==> src/rtl/rv32imf_pkg.sv <==
// ---------------------------------------------------------------------------
// rv32imf_pkg
// Shared constants and types for the RV32IMF core slice. This file holds the
// platform interrupt controller register map and the gateway state type.
// ---------------------------------------------------------------------------
package rv32imf_pkg;

  // PLIC register word addresses (6-bit register port)
  localparam logic [5:0] PLIC_ADDR_PRIO_BASE = 6'h00;  // 0x00-0x1F priority[id]
  localparam logic [5:0] PLIC_ADDR_ENABLE    = 6'h20;
  localparam logic [5:0] PLIC_ADDR_THRESH    = 6'h21;
  localparam logic [5:0] PLIC_ADDR_PENDING   = 6'h22;
  localparam logic [5:0] PLIC_ADDR_EDGE      = 6'h23;

  // Per-source gateway state
  typedef enum logic [1:0] {
    GW_IDLE    = 2'd0,
    GW_PEND    = 2'd1,
    GW_CLAIMED = 2'd2
  } plic_gw_state_e;

endpackage

==> src/rtl/rv32imf_plic_gateway.sv <==
// ---------------------------------------------------------------------------
// rv32imf_plic_gateway
// One interrupt gateway: IDLE -> PEND -> CLAIMED -> IDLE.
// Optional feature macro: RV32IMF_PLIC_EDGE_EN adds rising-edge detection and
// a 1-deep edge latch that re-pends the gateway directly on complete.
// Ports:
//   clk, rst_n  clock, synchronous active-low reset
//   src         raw source level (synchronous to clk)
//   claim       this source is being claimed (claim pulse and best ID match)
//   complete    completion addressed to this source
//   edge_mode   (edge build only) 1 = rising-edge triggered
//   pending     1 while the gateway is in PEND
// ---------------------------------------------------------------------------
module rv32imf_plic_gateway
  import rv32imf_pkg::*;
(
  input  logic clk,
  input  logic rst_n,
  input  logic src,
  input  logic claim,
  input  logic complete,
`ifdef RV32IMF_PLIC_EDGE_EN
  input  logic edge_mode,
`endif
  output logic pending
);

  plic_gw_state_e state_r;
  plic_gw_state_e state_nxt_s;
  logic           trig_s;

`ifdef RV32IMF_PLIC_EDGE_EN
  logic src_prev_r;
  logic latch_r;
  logic latch_nxt_s;

  assign trig_s = edge_mode ? (src & ~src_prev_r) : src;
`else
  assign trig_s = src;
`endif

  // Next-state logic for the gateway FSM (and the edge latch when built).
  always_comb begin
    state_nxt_s = state_r;
`ifdef RV32IMF_PLIC_EDGE_EN
    latch_nxt_s = latch_r;
`endif
    case (state_r)
      GW_IDLE: begin
        if (trig_s) state_nxt_s = GW_PEND;
        else        state_nxt_s = GW_IDLE;
      end
      GW_PEND: begin
        if (claim) state_nxt_s = GW_CLAIMED;
        else       state_nxt_s = GW_PEND;
`ifdef RV32IMF_PLIC_EDGE_EN
        // an edge while already pending is remembered for after completion
        if (edge_mode && trig_s) latch_nxt_s = 1'b1;
        else                     latch_nxt_s = latch_r;
`endif
      end
      GW_CLAIMED: begin
`ifdef RV32IMF_PLIC_EDGE_EN
        if (complete) begin
          // a latched edge (or one arriving now) skips IDLE entirely
          if (latch_r || (edge_mode && trig_s)) state_nxt_s = GW_PEND;
          else                                  state_nxt_s = GW_IDLE;
          latch_nxt_s = 1'b0;
        end else begin
          state_nxt_s = GW_CLAIMED;
          if (edge_mode && trig_s) latch_nxt_s = 1'b1;
          else                     latch_nxt_s = latch_r;
        end
`else
        if (complete) state_nxt_s = GW_IDLE;
        else          state_nxt_s = GW_CLAIMED;
`endif
      end
      default: begin
        state_nxt_s = GW_IDLE;
`ifdef RV32IMF_PLIC_EDGE_EN
        latch_nxt_s = 1'b0;
`endif
      end
    endcase
  end

  // Gateway state registers.
  always_ff @(posedge clk) begin
    if (!rst_n) begin
      state_r    <= GW_IDLE;
`ifdef RV32IMF_PLIC_EDGE_EN
      src_prev_r <= 1'b0;
      latch_r    <= 1'b0;
`endif
    end else begin
      state_r    <= state_nxt_s;
`ifdef RV32IMF_PLIC_EDGE_EN
      src_prev_r <= src;
      latch_r    <= latch_nxt_s;
`endif
    end
  end

  assign pending = (state_r == GW_PEND);

endmodule

==> src/rtl/rv32imf_plic_lite.sv <==
// ---------------------------------------------------------------------------
// rv32imf_plic_lite
// Platform-level interrupt arbiter producing the machine external interrupt.
// Holds the priority/enable/threshold registers, one gateway per source, a
// linear-scan priority arbiter and the registered winner best_id_q.
// Optional feature macro: RV32IMF_PLIC_EDGE_EN (per-source edge mode, reg 0x23).
// Ports:
//   clk, rst_n     clock, synchronous active-low reset
//   src_i          raw sources, ID k = src_i[k-1]
//   cfg_we_i/cfg_addr_i/cfg_wdata_i/cfg_rdata_o  single-cycle register port
//                  (read data is combinational from cfg_addr_i)
//   claim_i        claim pulse; claim_id_o returns best_id_q in the same cycle
//   complete_i/complete_id_i  completion pulse and ID
//   meip_o         external interrupt pending = (best_id_q != 0)
// ---------------------------------------------------------------------------
module rv32imf_plic_lite
  import rv32imf_pkg::*;
#(
  parameter int NUM_SRC = 8,
  parameter int PRIO_W  = 3
) (
  input  logic               clk,
  input  logic               rst_n,
  input  logic [NUM_SRC-1:0] src_i,
  input  logic               cfg_we_i,
  input  logic [5:0]         cfg_addr_i,
  input  logic [31:0]        cfg_wdata_i,
  output logic [31:0]        cfg_rdata_o,
  input  logic               claim_i,
  output logic [4:0]         claim_id_o,
  input  logic               complete_i,
  input  logic [4:0]         complete_id_i,
  output logic               meip_o
);

  logic [PRIO_W-1:0] prio_r [1:NUM_SRC];
  logic [NUM_SRC:1]  enable_r;
  logic [PRIO_W-1:0] thresh_r;
  logic [NUM_SRC:1]  pending_s;
  logic [4:0]        best_id_q;
  logic [4:0]        best_id_s;
  logic [PRIO_W-1:0] best_prio_s;
  logic [31:0]       rdata_s;
  logic              wdata_unused_s;
`ifdef RV32IMF_PLIC_EDGE_EN
  logic [NUM_SRC:1]  edge_r;
`endif

  assign wdata_unused_s = ^cfg_wdata_i;

  // Configuration register writes.
  always_ff @(posedge clk) begin
    if (!rst_n) begin
      for (int k = 1; k <= NUM_SRC; k++) prio_r[k] <= {PRIO_W{1'b0}};
      enable_r <= {NUM_SRC{1'b0}};
      thresh_r <= {PRIO_W{1'b0}};
`ifdef RV32IMF_PLIC_EDGE_EN
      edge_r   <= {NUM_SRC{1'b0}};
`endif
    end else if (cfg_we_i) begin
      for (int k = 1; k <= NUM_SRC; k++) begin
        if (cfg_addr_i == PLIC_ADDR_PRIO_BASE + 6'(k)) prio_r[k] <= cfg_wdata_i[PRIO_W-1:0];
      end
      case (cfg_addr_i)
        PLIC_ADDR_ENABLE: enable_r <= cfg_wdata_i[NUM_SRC:1];
        PLIC_ADDR_THRESH: thresh_r <= cfg_wdata_i[PRIO_W-1:0];
`ifdef RV32IMF_PLIC_EDGE_EN
        PLIC_ADDR_EDGE:   edge_r   <= cfg_wdata_i[NUM_SRC:1];
`endif
        default: ;
      endcase
    end
  end

  // One gateway per source; ID 0 never matches a claim or complete.
  for (genvar g = 1; g <= NUM_SRC; g++) begin : g_gw
    rv32imf_plic_gateway u_gw (
      .clk      (clk),
      .rst_n    (rst_n),
      .src      (src_i[g-1]),
      .claim    (claim_i && (best_id_q == 5'(g))),
      .complete (complete_i && (complete_id_i == 5'(g))),
`ifdef RV32IMF_PLIC_EDGE_EN
      .edge_mode(edge_r[g]),
`endif
      .pending  (pending_s[g])
    );
  end

  // Linear-scan arbiter: strict '>' keeps the lowest ID on priority ties.
  always_comb begin
    best_id_s   = 5'd0;
    best_prio_s = {PRIO_W{1'b0}};
    for (int k = 1; k <= NUM_SRC; k++) begin
      if (pending_s[k] && enable_r[k] && (prio_r[k] > thresh_r) && (prio_r[k] > best_prio_s)) begin
        best_id_s   = 5'(k);
        best_prio_s = prio_r[k];
      end else begin
        best_prio_s = best_prio_s;
      end
    end
  end

  // Registered arbitration result.
  always_ff @(posedge clk) begin
    if (!rst_n) best_id_q <= 5'd0;
    else        best_id_q <= best_id_s;
  end

  // Combinational read mux.
  always_comb begin
    rdata_s = 32'd0;
    case (cfg_addr_i)
      PLIC_ADDR_ENABLE:  rdata_s[NUM_SRC:1]  = enable_r;
      PLIC_ADDR_THRESH:  rdata_s[PRIO_W-1:0] = thresh_r;
      PLIC_ADDR_PENDING: rdata_s[NUM_SRC:1]  = pending_s;
`ifdef RV32IMF_PLIC_EDGE_EN
      PLIC_ADDR_EDGE:    rdata_s[NUM_SRC:1]  = edge_r;
`endif
      default: begin
        for (int k = 1; k <= NUM_SRC; k++) begin
          if (cfg_addr_i == PLIC_ADDR_PRIO_BASE + 6'(k)) rdata_s[PRIO_W-1:0] = prio_r[k];
          else                                            rdata_s = rdata_s;
        end
      end
    endcase
  end

  assign cfg_rdata_o = rdata_s;
  assign claim_id_o  = best_id_q;
  assign meip_o      = (best_id_q != 5'd0);

endmodule
==> config.mk <==
export PLATFORM = sky130hd
export DESIGN_NAME = rv32imf_plic_lite
export DESIGN_NICKNAME = d
export VERILOG_FILES = /design/src/rtl/rv32imf_pkg.sv /design/src/rtl/rv32imf_plic_gateway.sv /design/src/rtl/rv32imf_plic_lite.sv
export SDC_FILE = /design/constraint.sdc
export NUM_CORES = 1
export LEC_CHECK = 0
export ABC_CLOCK_PERIOD_IN_PS = 11450
export CAP_MARGIN = 20
export CORE_ASPECT_RATIO = 1.75
export CORE_UTILIZATION = 52
export CTS_BUF_LIST = sky130_fd_sc_hd__clkbuf_16
export CTS_CLUSTER_DIAMETER = 100
export DETAILED_ROUTE_END_ITERATION = 8
export PLACE_DENSITY = 0.81
export SYNTH_ARGS = -nofsm -noshare
export SYNTH_HDL_FRONTEND = slang
export SYNTH_HIERARCHICAL = 1
export SYNTH_SLANG_ARGS = --single-unit
==> constraint.sdc <==
create_clock -name clk -period 11.45 [get_ports clk]
set_input_delay 1.7175 -clock clk [delete_from_list [all_inputs] [get_ports clk]]
set_output_delay 1.7175 -clock clk [all_outputs]
set_load 0.01 [all_outputs]
# Yosys cells after proc, flatten, opt, wreduce, memory -nomap -nowiden
# Memories as Yosys holds them, arrays and structs flattened.
# Cells that the tools add are included.
# Widths: inputs -> output; s select.
[word_totals]
ff_bits = 32
latch_bits = 0
ramBits = 24
mem_bits_ro = 0
inputBits = 56
output_inout_bits = 38
wordCells = 235
n_memories = 1
[op_classes]
addsub = 0
mul = 0
div = 0
order_cmp = 16
eq_ne = 43
n_shift = 0
mux = 99
n_bitwise = 9
n_reduce_logical = 54
[memory_table]
columns = ["name", "words", "word_bits", "rd", "rd_clocked_by_memory_dff", "wr", "line_no", "rtl"]
rows = [
  ["prio_r", 8, 3, 8, 0, 8, "rv32imf_plic_lite.sv:36", "logic [PRIO_W-1:0] prio_r [1:NUM_SRC];"],
]
[op_table]
columns = ["op", "n"]
rows = [
  ["$mux 3", 23],
  ["$pmux 2 s3", 9],
  ["$gt 3x3->1", 15],
  ["$mux 1", 42],
  ["$eq 5x3->1 const B", 8],
  ["$logic_and 1x1->1", 40],
  ["$mux 2", 16],
  ["$mux 4", 7],
  ["$eq 6x3->1 const B", 4],
  ["$eq 5x2->1 const B", 4],
  ["$eq 6x6->1 const B", 3],
  ["$eq 2x1->1 const B", 8],
  ["$eq 2x2->1 const B", 8],
  ["$logic_not 2->1", 8],
  ["$eq 6x2->1 const B", 2],
  ["$pmux 6 s2", 1],
  ["$eq 5x1->1 const B", 2],
  ["$eq 5x4->1 const B", 2],
  ["$or 1x1->1", 8],
  ["$reduce_or 8->1", 1],
  ["$eq 6x1->1 const B", 1],
  ["$eq 6x4->1 const B", 1],
  ["$reduce_bool 5->1", 1],
  ["$reduce_and 2->1", 2],
  ["other kinds (4)", 5],
]

# Depth between registers and ports, before layout
# Gate-level depths: netlist (run 1).
[depth]
word_depth = 26
mapped_depth = 53
ltp_nobuf = 51

# Modules after synthesis
# The synthesis (run 1) kept the hierarchy.
[modules_own_cells]
columns = ["module", "instances", "cells_each", "area_each_um2", "seq_area_each_um2"]
rows = [
  ["rv32imf_plic_lite", 1, 433, 3689.8, 1021.0],
  ["rv32imf_plic_gateway", 8, 9, 93.8, 40.0],
]

# Worst setup path after synthesis (run 1)
# OpenSTA, ideal clock, no wires.
[synth_timing]
kind = "register -> register"
start = "register thresh_r[1]"
end = "register best_id_q[1] (netlist: claim_id_o[1])"
setup_ns = 0.120
arrival_ns = 9.448
required_time_ns = 11.330
setup_slack_ns = 1.883
stages_incl_launch_ff = 51
path_buffers = 2
period_less_slack_ns = 9.567
path_cell_list = "dfxtp_1 inv_1 ha_1 nor2b_1 o311a_1 and2_1 ha_1 nand3_1 and4_1 nand2_1 mux2_2 ha_1 nand3b_1 a22o_1 or2_1 buf_6 o211ai_1 nand2_1 [15 not listed] nor4b_1 nor4_2 a21oi_1 or2_4 mux2_4 ha_1 nand3_1 nand4_1 nor3_1 inv_1 o211ai_1 o221ai_1 ha_1 nand3_1 nand4_1 nor3_1 nor2b_1 o31a_1"
[synth_between]
elab_chain_cells = 25
word_cells_on_any_way = 45
classes_between = "order compare (15); mux (13); reduce/logical (17)"
[synth_lines]
columns = ["element", "line_no", "rtl"]
rows = [
  ["start, declared", "rv32imf_plic_lite.sv:38", "logic [PRIO_W-1:0] thresh_r;"],
  ["start signal, assigned", "rv32imf_plic_lite.sv:56", "thresh_r <= {PRIO_W{1'b0}};"],
  ["start signal, assigned", "rv32imf_plic_lite.sv:66", "PLIC_ADDR_THRESH: thresh_r <= cfg_wdata_i[PRIO_W-1:0];"],
  ["$gt 3x3->1", "rv32imf_plic_lite.sv:95", "if (pending_s[k] && enable_r[k] && (prio_r[k] > thresh_r) && (prio_r[k] > best_prio_s)) begin"],
  ["$logic_and 1x1->1 (2 in series)", "rv32imf_plic_lite.sv:95", ""],
  ["$mux 3", "rv32imf_plic_lite.sv:95", ""],
  ["$gt 3x3->1", "rv32imf_plic_lite.sv:95", ""],
  ["$logic_and 1x1->1", "rv32imf_plic_lite.sv:95", ""],
  ["$mux 3", "rv32imf_plic_lite.sv:95", ""],
  ["$gt 3x3->1", "rv32imf_plic_lite.sv:95", ""],
  ["$logic_and 1x1->1", "rv32imf_plic_lite.sv:95", ""],
  ["[8 not listed]", "--", ""],
  ["$logic_and 1x1->1", "rv32imf_plic_lite.sv:95", ""],
  ["$mux 3", "rv32imf_plic_lite.sv:95", ""],
  ["$gt 3x3->1", "rv32imf_plic_lite.sv:95", ""],
  ["$logic_and 1x1->1", "rv32imf_plic_lite.sv:95", ""],
  ["$mux 3", "rv32imf_plic_lite.sv:95", ""],
  ["$gt 3x3->1", "rv32imf_plic_lite.sv:95", ""],
  ["$logic_and 1x1->1", "rv32imf_plic_lite.sv:95", ""],
  ["$reduce_or 2->1 (no line)", "--", ""],
  ["end signal, assigned", "rv32imf_plic_lite.sv:107", "else best_id_q <= best_id_s;"],
  ["end, declared", "rv32imf_plic_lite.sv:40", "logic [4:0] best_id_q;"],
]
# Parallel ways exist; a longest one is shown, timed or not.
# A chain may end at the register's enable or synchronous reset.

# Final worst setup path (run 1)
[layout_timing]
start = "register thresh_r[2]"
end = "register best_id_q[0] (netlist: claim_id_o[0])"
# Same word-level chain as after synthesis.

==> results of run 1 <==
## stage by stage
stage,worst slack (ns),std cells,area (um^2),util [%],hold slack [ns]
final,0.738,672,5120,61.6,0.483
after global routing,0.0466,672,5120,61.6,0.505
after floorplan,1.88,528,4530,-,0.453
after CTS,0.619,671,5110,61.5,0.491
after global placement,0.950,663,4960,59.7,0.467
after detailed placement,0.688,663,4960,59.7,0.479
## cells by family (layout without fill, tap and decap cells)
| logic type | Yosys count | in the layout |
|---|---|---|
| AND/OR/NAND/NOR | 227 | 227 |
| AO/OA/AOI/OAI | 96 | 96 |
| buffers and inverters | 57 | 86 |
| flip-flops | 55 | 55 |
| adder cells (fa/ha/maj) | 41 | 41 |
| multiplexers | 28 | 28 |
| other | 1 | 24 |
## metal layers
| layer | global-route usage (%) | part of all wire (%) | routed length [um] | vias to the layer above |
|---|---|---|---|---|
| met5 | 0 | 0 | 0 | - |
| met4 | 20.5 | 6.4 | 719 | 0 |
| met3 | 2.76 | 4.4 | 496 | 49 |
| met2 | 48.9 | 54 | 6050 | 134 |
| met1 | 25.0 | 35 | 3990 | 1813 |
| li1 | - | - | - | 1892 |
## worst min path at each step
stage | to | start | cells after the start | slack [ns]
finish | g_gw[2].u_gw/state_r[0] | g_gw[2].u_gw/state_r[0] | 2 | 0.48
floorplan | g_gw[8].u_gw/state_r[0] | g_gw[8].u_gw/state_r[0] | 2 | 0.45
detailed placement | g_gw[7].u_gw/state_r[0] | g_gw[7].u_gw/state_r[0] | 2 | 0.48
global placement | g_gw[3].u_gw/state_r[0] | g_gw[3].u_gw/state_r[0] | 2 | 0.47
CTS | g_gw[2].u_gw/state_r[0] | g_gw[2].u_gw/state_r[0] | 2 | 0.49
global route | g_gw[6].u_gw/state_r[0] | g_gw[6].u_gw/state_r[0] | 2 | 0.50
## Yosys cell counts (6+ instances only)
library cell  count
nor2_1           34
a21oi_1          24
nand3b_1          7
and4bb_1          8
nand2_1          42
mux2i_1          22
ha_1             41
buf_4            24
nand3_1          24
a21o_1            6
a31o_1            8
and3_1           11
nand2b_1         29
nor3_1            9
dfxtp_1          31
nor2b_1          15
edfxtp_1         24
nor2b_2           8
o21ai_0          21
inv_1            23
and2_1           18
## power by group
part	switching [mW]	internal, mW	total (mW)
clock network	0.0760	0.0823	0.158
logic	0.0394	0.0328	0.0722
registers	0.00782	0.212	0.219
## registers in the layout (all words and copies together) (netlist names)
signal             flops
claim_id_o             4
enable_r               8
g_gw.u_gw/state_r     16
prio_r                24
thresh_r               3
## final cells by class
type / count / area [um^2]
fill: 698 / 3200
sequential: 55 / 1340
timing repair buffer: 54 / 518
inverter: 24 / 90.1
clock buffer: 5 / 125
multi-input combinational: 416 / 2880
clock inverter: 3 / 22.5
tap: 115 / 144
## what timing repair did
action | CTS | global route
hold buffers | 0 | 0
endpoints found under the setup margin | 0 | 4
gates resized for setup | 0 | 2
## worst max-delay path, delay by kind of cell (launching register included)
family                     cells  cell delay [ns]
and+or+nand+nor               20             3.58
AOI/OAI and AO/OA             15             2.82
adders and majority gates      8             2.40
muxes                          3             0.96
buffers and inverters          3             0.48
DFF                            1             0.37
==> results.yml, run 1 <==
outcome:
  status: "complete, no violations"
place:
  hpwlAfterDp_um: 8780
  gp_congestion: 0.860
  numPortBuffers: 46
detailed_routing:
  drtAntennaViolNets: 0
  drc_errors: 0
  avgViaCountPerCell: 5.79
  drt_iter0_drc: 148
  wirelength_um: 11300
  wire_per_inst_um: 16.7
  dr.pass1.iters: 6
  vias: 3888
floorplanning:
  fp.dieW_um: 71.9
  fp.dieH_um: 124
  num_io_pins: 94
  initial_core_util_pct: 53.4
  rows: 44
  core-area_um2: 8310
  fp.dieArea_um2: 8930
finish:
  num-nets-final: 653
  mostFrequentLayoutCells: "46 x clkdlybuf4s50_1, 42 x nand2_1, 41 x ha_1"
  area_growth_pct: 15.2
  final_common_cell: "clkdlybuf4s50_1"
  drive_above_1_share_pct: 6.64
  num_antenna_cells: 0
synth:
  synth_edf_count: 24
  yosysTopAreaCell: "edfxtp_1"
  ys_warn_count: 6
  synth_mux_area_share_pct: 6.82
  ys_async_sr_fraction_pct: 0
  synth_xor_area_share_pct: 0
  post-synth-top-area-fraction_pct: 16.2
  ys.flop_type: "dfxtp_1"
  netlist_area_um2: 4440
  synth_top_family_by_area: "simple AND/OR/NAND/NOR gates"
  synth.ff_latch_count: 55
  synth-adder-area-share_pct: 11.6
  avgSynthCellArea_um2: 8.79
  synth.area.top_cells: "edfxtp_1 16%, dfxtp_1 14%, ha_1 12%"
  seq_area_frac_synth_pct: 30.2
  yosysUniqueCellTypes: 62
  synthSimpleGateAreaFrac_pct: 29.1
  synth_cells: 505
  synth_compound_area_share_pct: 15.2
sta:
  fin_crit_sh_pct: 93.6
  period_minus_slack_ns: 10.71
  finalSetupViolCount: 0
  max_freq_mhz: 93.4
  hold_viol_final: 0
  clock_skew_ns: 0.00356
  slew_viol_final: 0
  setup_tns_ns: 0
  worstMarginPinSlew_ns: 0.812
  rsz0062_at_grt: "false"
  slew_headroom_pct: 45.7
setup_path:
  ff2ff_setup_slack_ns: 0.74
  worst-r2r-cell-count: 49
  crit_type: "reg -> reg"
  setup.worst_path.start: "thresh_r[2]"
  crit_path_end: "claim_id_o[0]"
  path_max_fanout: 13
  cp-start-kind: "register"
  cpMostUsedCell: "ha_1"
  r2r-start: "thresh_r[2]"
  slowest_stage: "ha_1"
  cp.arrival_ns: 10.91
  regToRegEndpoint: "claim_id_o[0]"
  critPathMaxStageDelay_ns: 0.39
  critPathCaptureType: "register"
  critPathRequiredTime_ns: 11.65
clock_tree:
  root_buffer: "clkbuf_16"
  clk_pin_slew_ns: 0.07
  clk_latency_ns: 0.30
  cts_sinks: 55
  h-tree-depth: 2
  cts_tree: "built"
  postCtsSetupBuffers: 0
  cts_buffer_depth: 2
  numCtsBuffers: 5
global_route:
  grt_pass1_vias: 3940
  grt_max_degree: 49
  antenna_found_initial: 0
  grt_usage_pct: 26.3
  overflow: 0
  grt_pass1_wl_um: 18200
power_and_ir_drop:
  p_leak_nw: 2.13
  ir_drop_v: 0.0000899
  power_per_cell_area_nw_per_um2: 87.9
  total_power_mw: 0.450
min_path:
  hp-class: "reg -> reg"
run:
  drv_cap: 0
No activity file was read; power rests on OpenSTA's default activity.
==> inputs of run 2 (changes only) <==
--- a/config.mk
+++ b/config.mk
@@ -10,9 +10,9 @@
 export CORE_ASPECT_RATIO = 1.75
 export CORE_UTILIZATION = 52
 export CTS_BUF_LIST = sky130_fd_sc_hd__clkbuf_16
-export CTS_CLUSTER_DIAMETER = 100
+export CTS_CLUSTER_DIAMETER = 60
 export DETAILED_ROUTE_END_ITERATION = 8
-export PLACE_DENSITY = 0.81
+export PLACE_DENSITY = 0.8
 export SYNTH_ARGS = -nofsm -noshare
 export SYNTH_HDL_FRONTEND = slang
 export SYNTH_HIERARCHICAL = 1
==> results.yml, run 2 (synthesis results as in run 1) <==
clock_tree:
  root_buffer: "clkbuf_16"
  cts_buffer_depth: 2
  holdBufCountCts: 0
  clk_pin_slew_ns: 0.07
  cts_tree: "built"
  numCtsBuffers: 5
  clk_latency_ns: 0.30
  h-tree-depth: 2
  cts_sinks: 55
global_route:
  antenna_found_initial: 0
  grt_max_degree: 49
  grt_usage_pct: 26.1
  overflow: 0
  grt_pass1_vias: 3949
  grt_pass1_wl_um: 18000
setup_path:
  worst-r2r-cell-count: 49
  setup.worst_path.start: "thresh_r[2]"
  critPathCaptureType: "register"
  critPathRequiredTime_ns: 11.64
  cp-start-kind: "register"
  cp.depth: 49
  r2r-start: "thresh_r[2]"
  crit_path_end: "claim_id_o[2]"
  path_max_fanout: 13
  cpMostUsedCell: "ha_1"
  regToRegEndpoint: "claim_id_o[2]"
  critPathTopFamily: "simple AND/OR/NAND/NOR gates"
  cp.arrival_ns: 10.82
  crit_type: "reg -> reg"
  path_buf_inv: 3
  critPathMaxStageDelay_ns: 0.40
  ff2ff_setup_slack_ns: 0.82
  slowest_stage: "mux2_2"
sta:
  period_minus_slack_ns: 10.63
  clock_skew_ns: 0.00270
  max_freq_mhz: 94.1
  setup_tns_ns: 0
  fin_crit_sh_pct: 92.8
  hold_viol_final: 0
  slew_viol_final: 0
  rsz0062_at_grt: "false"
  holdWs_ns: 0.489
  slew_headroom_pct: 21.4
  finalSetupViolCount: 0
  worstMarginPinSlew_ns: 1.17
finish:
  largest_reg_flops: 24
  final_common_cell: "clkdlybuf4s50_1"
  fillerInstances: 700
  reg_top3: "prio_r: 24 flops, g_gw.u_gw/state_r: 16 flops, enable_r: 8 flops"
  regArea_um2: 1340
  multi_input_area_um2: 2880
  fin_cells: 670
  postLayoutCellArea_um2: 5100
  num-nets-final: 651
  area_growth_pct: 14.8
  regMostFlops: "prio_r"
  mostFrequentLayoutCells: "46 x clkdlybuf4s50_1, 42 x nand2_1, 41 x ha_1"
  num_antenna_cells: 0
  drive_above_1_share_pct: 6.13
power_and_ir_drop:
  total_power_mw: 0.438
  ir_drop_v: 0.0000571
  p_leak_nw: 2.13
  power_per_cell_area_nw_per_um2: 86.0
detailed_routing:
  vias: 3900
  avgViaCountPerCell: 5.82
  drc_errors: 0
  drtAntennaViolNets: 0
  wire_per_inst_um: 16.7
  dr.pass1.iters: 5
  wirelength_um: 11200
  drt_iter0_drc: 216
floorplanning:
  fp.dieW_um: 71.9
  initial_core_util_pct: 53.4
  fp.dieArea_um2: 8930
  rows: 44
  num_io_pins: 94
  core-area_um2: 8310
  fp.dieH_um: 124
min_path:
  hp-class: "reg -> reg"
place:
  gp_congestion: 0.890
  hpwlAfterDp_um: 8710
  dpl-instance-area_um2: 4950
  placed_cells: 661
  numPortBuffers: 46
outcome:
  status: "complete, no violations"
run:
  drv_cap: 0
run 2: power by group:
part	internal (mW)	switching, mW	total, mW
Sequential	0.212	0.00775	0.220
Combinational	0.0326	0.0395	0.0722
Clock	0.0792	0.0675	0.147
run 2: repair_timing:
action / in CTS / in global routing
setup buffers: 0 / 1
setup endpoints to repair: 0 / 4
endpoints found under the hold margin: 0 / 0
gates resized for setup: 0 / 3
run 2: tightest hold or removal path, delay by kind of cell (launching register included):
| kind | cells | cell delay, ns |
|---|---|---|
| AOI/OAI and AO/OA | 1 | 0.05 |
| and+or+nand+nor | 1 | 0.07 |
| DFF | 1 | 0.33 |
run 2: cell type report:
cell class | instances | share of cell area, %
Multi-Input combinational cell | 416 | 56.4
Tap cell | 115 | 2.82
Timing Repair Buffer | 52 | 9.91
Clock buffer | 5 | 2.45
Clock inverter | 3 | 0.245
Inverter | 24 | 1.84
Sequential cell | 55 | 26.3
run 2: worst min path at each step:
stage                             from                 endpoint  slack [ns]  depth (start not counted)
2_1_floorplan  g_gw[8].u_gw/state_r[0]  g_gw[8].u_gw/state_r[0]        0.45                          2
3_3_place_gp   g_gw[5].u_gw/state_r[0]  g_gw[5].u_gw/state_r[0]        0.47                          2
3_5_place_dp   g_gw[5].u_gw/state_r[0]  g_gw[5].u_gw/state_r[0]        0.48                          2
4_1_cts        g_gw[5].u_gw/state_r[0]  g_gw[5].u_gw/state_r[0]        0.49                          2
5_1_grt        g_gw[6].u_gw/state_r[0]  g_gw[6].u_gw/state_r[0]        0.50                          2
6_report       g_gw[6].u_gw/state_r[0]  g_gw[6].u_gw/state_r[0]        0.49                          2
run 2: metal layers:
layer	wire [um]	up-vias	GRT usage (%)
met4	594	0	16.4
li1	-	1891	-
met1	4010	1808	25.2
met5	0	-	0
met3	558	42	3.08
met2	6010	159	49.9
run 2: stage by stage:
step                util [%]  setup slack (ns)
detailed placement      59.5             0.633
CTS                     61.2             0.608
global placement        59.5             0.926
finish                  61.3             0.821
global route            61.3            0.0612
floorplan                  -              1.88
==> inputs of run 3 (changes only) <==
--- a/config.mk
+++ b/config.mk
@@ -17,3 +17,4 @@
 export SYNTH_HDL_FRONTEND = slang
 export SYNTH_HIERARCHICAL = 1
 export SYNTH_SLANG_ARGS = --single-unit
+export TNS_END_PERCENT = 30
==> results of run 3 <==
Final layout, timing and power as in run 2 (identical DEF).
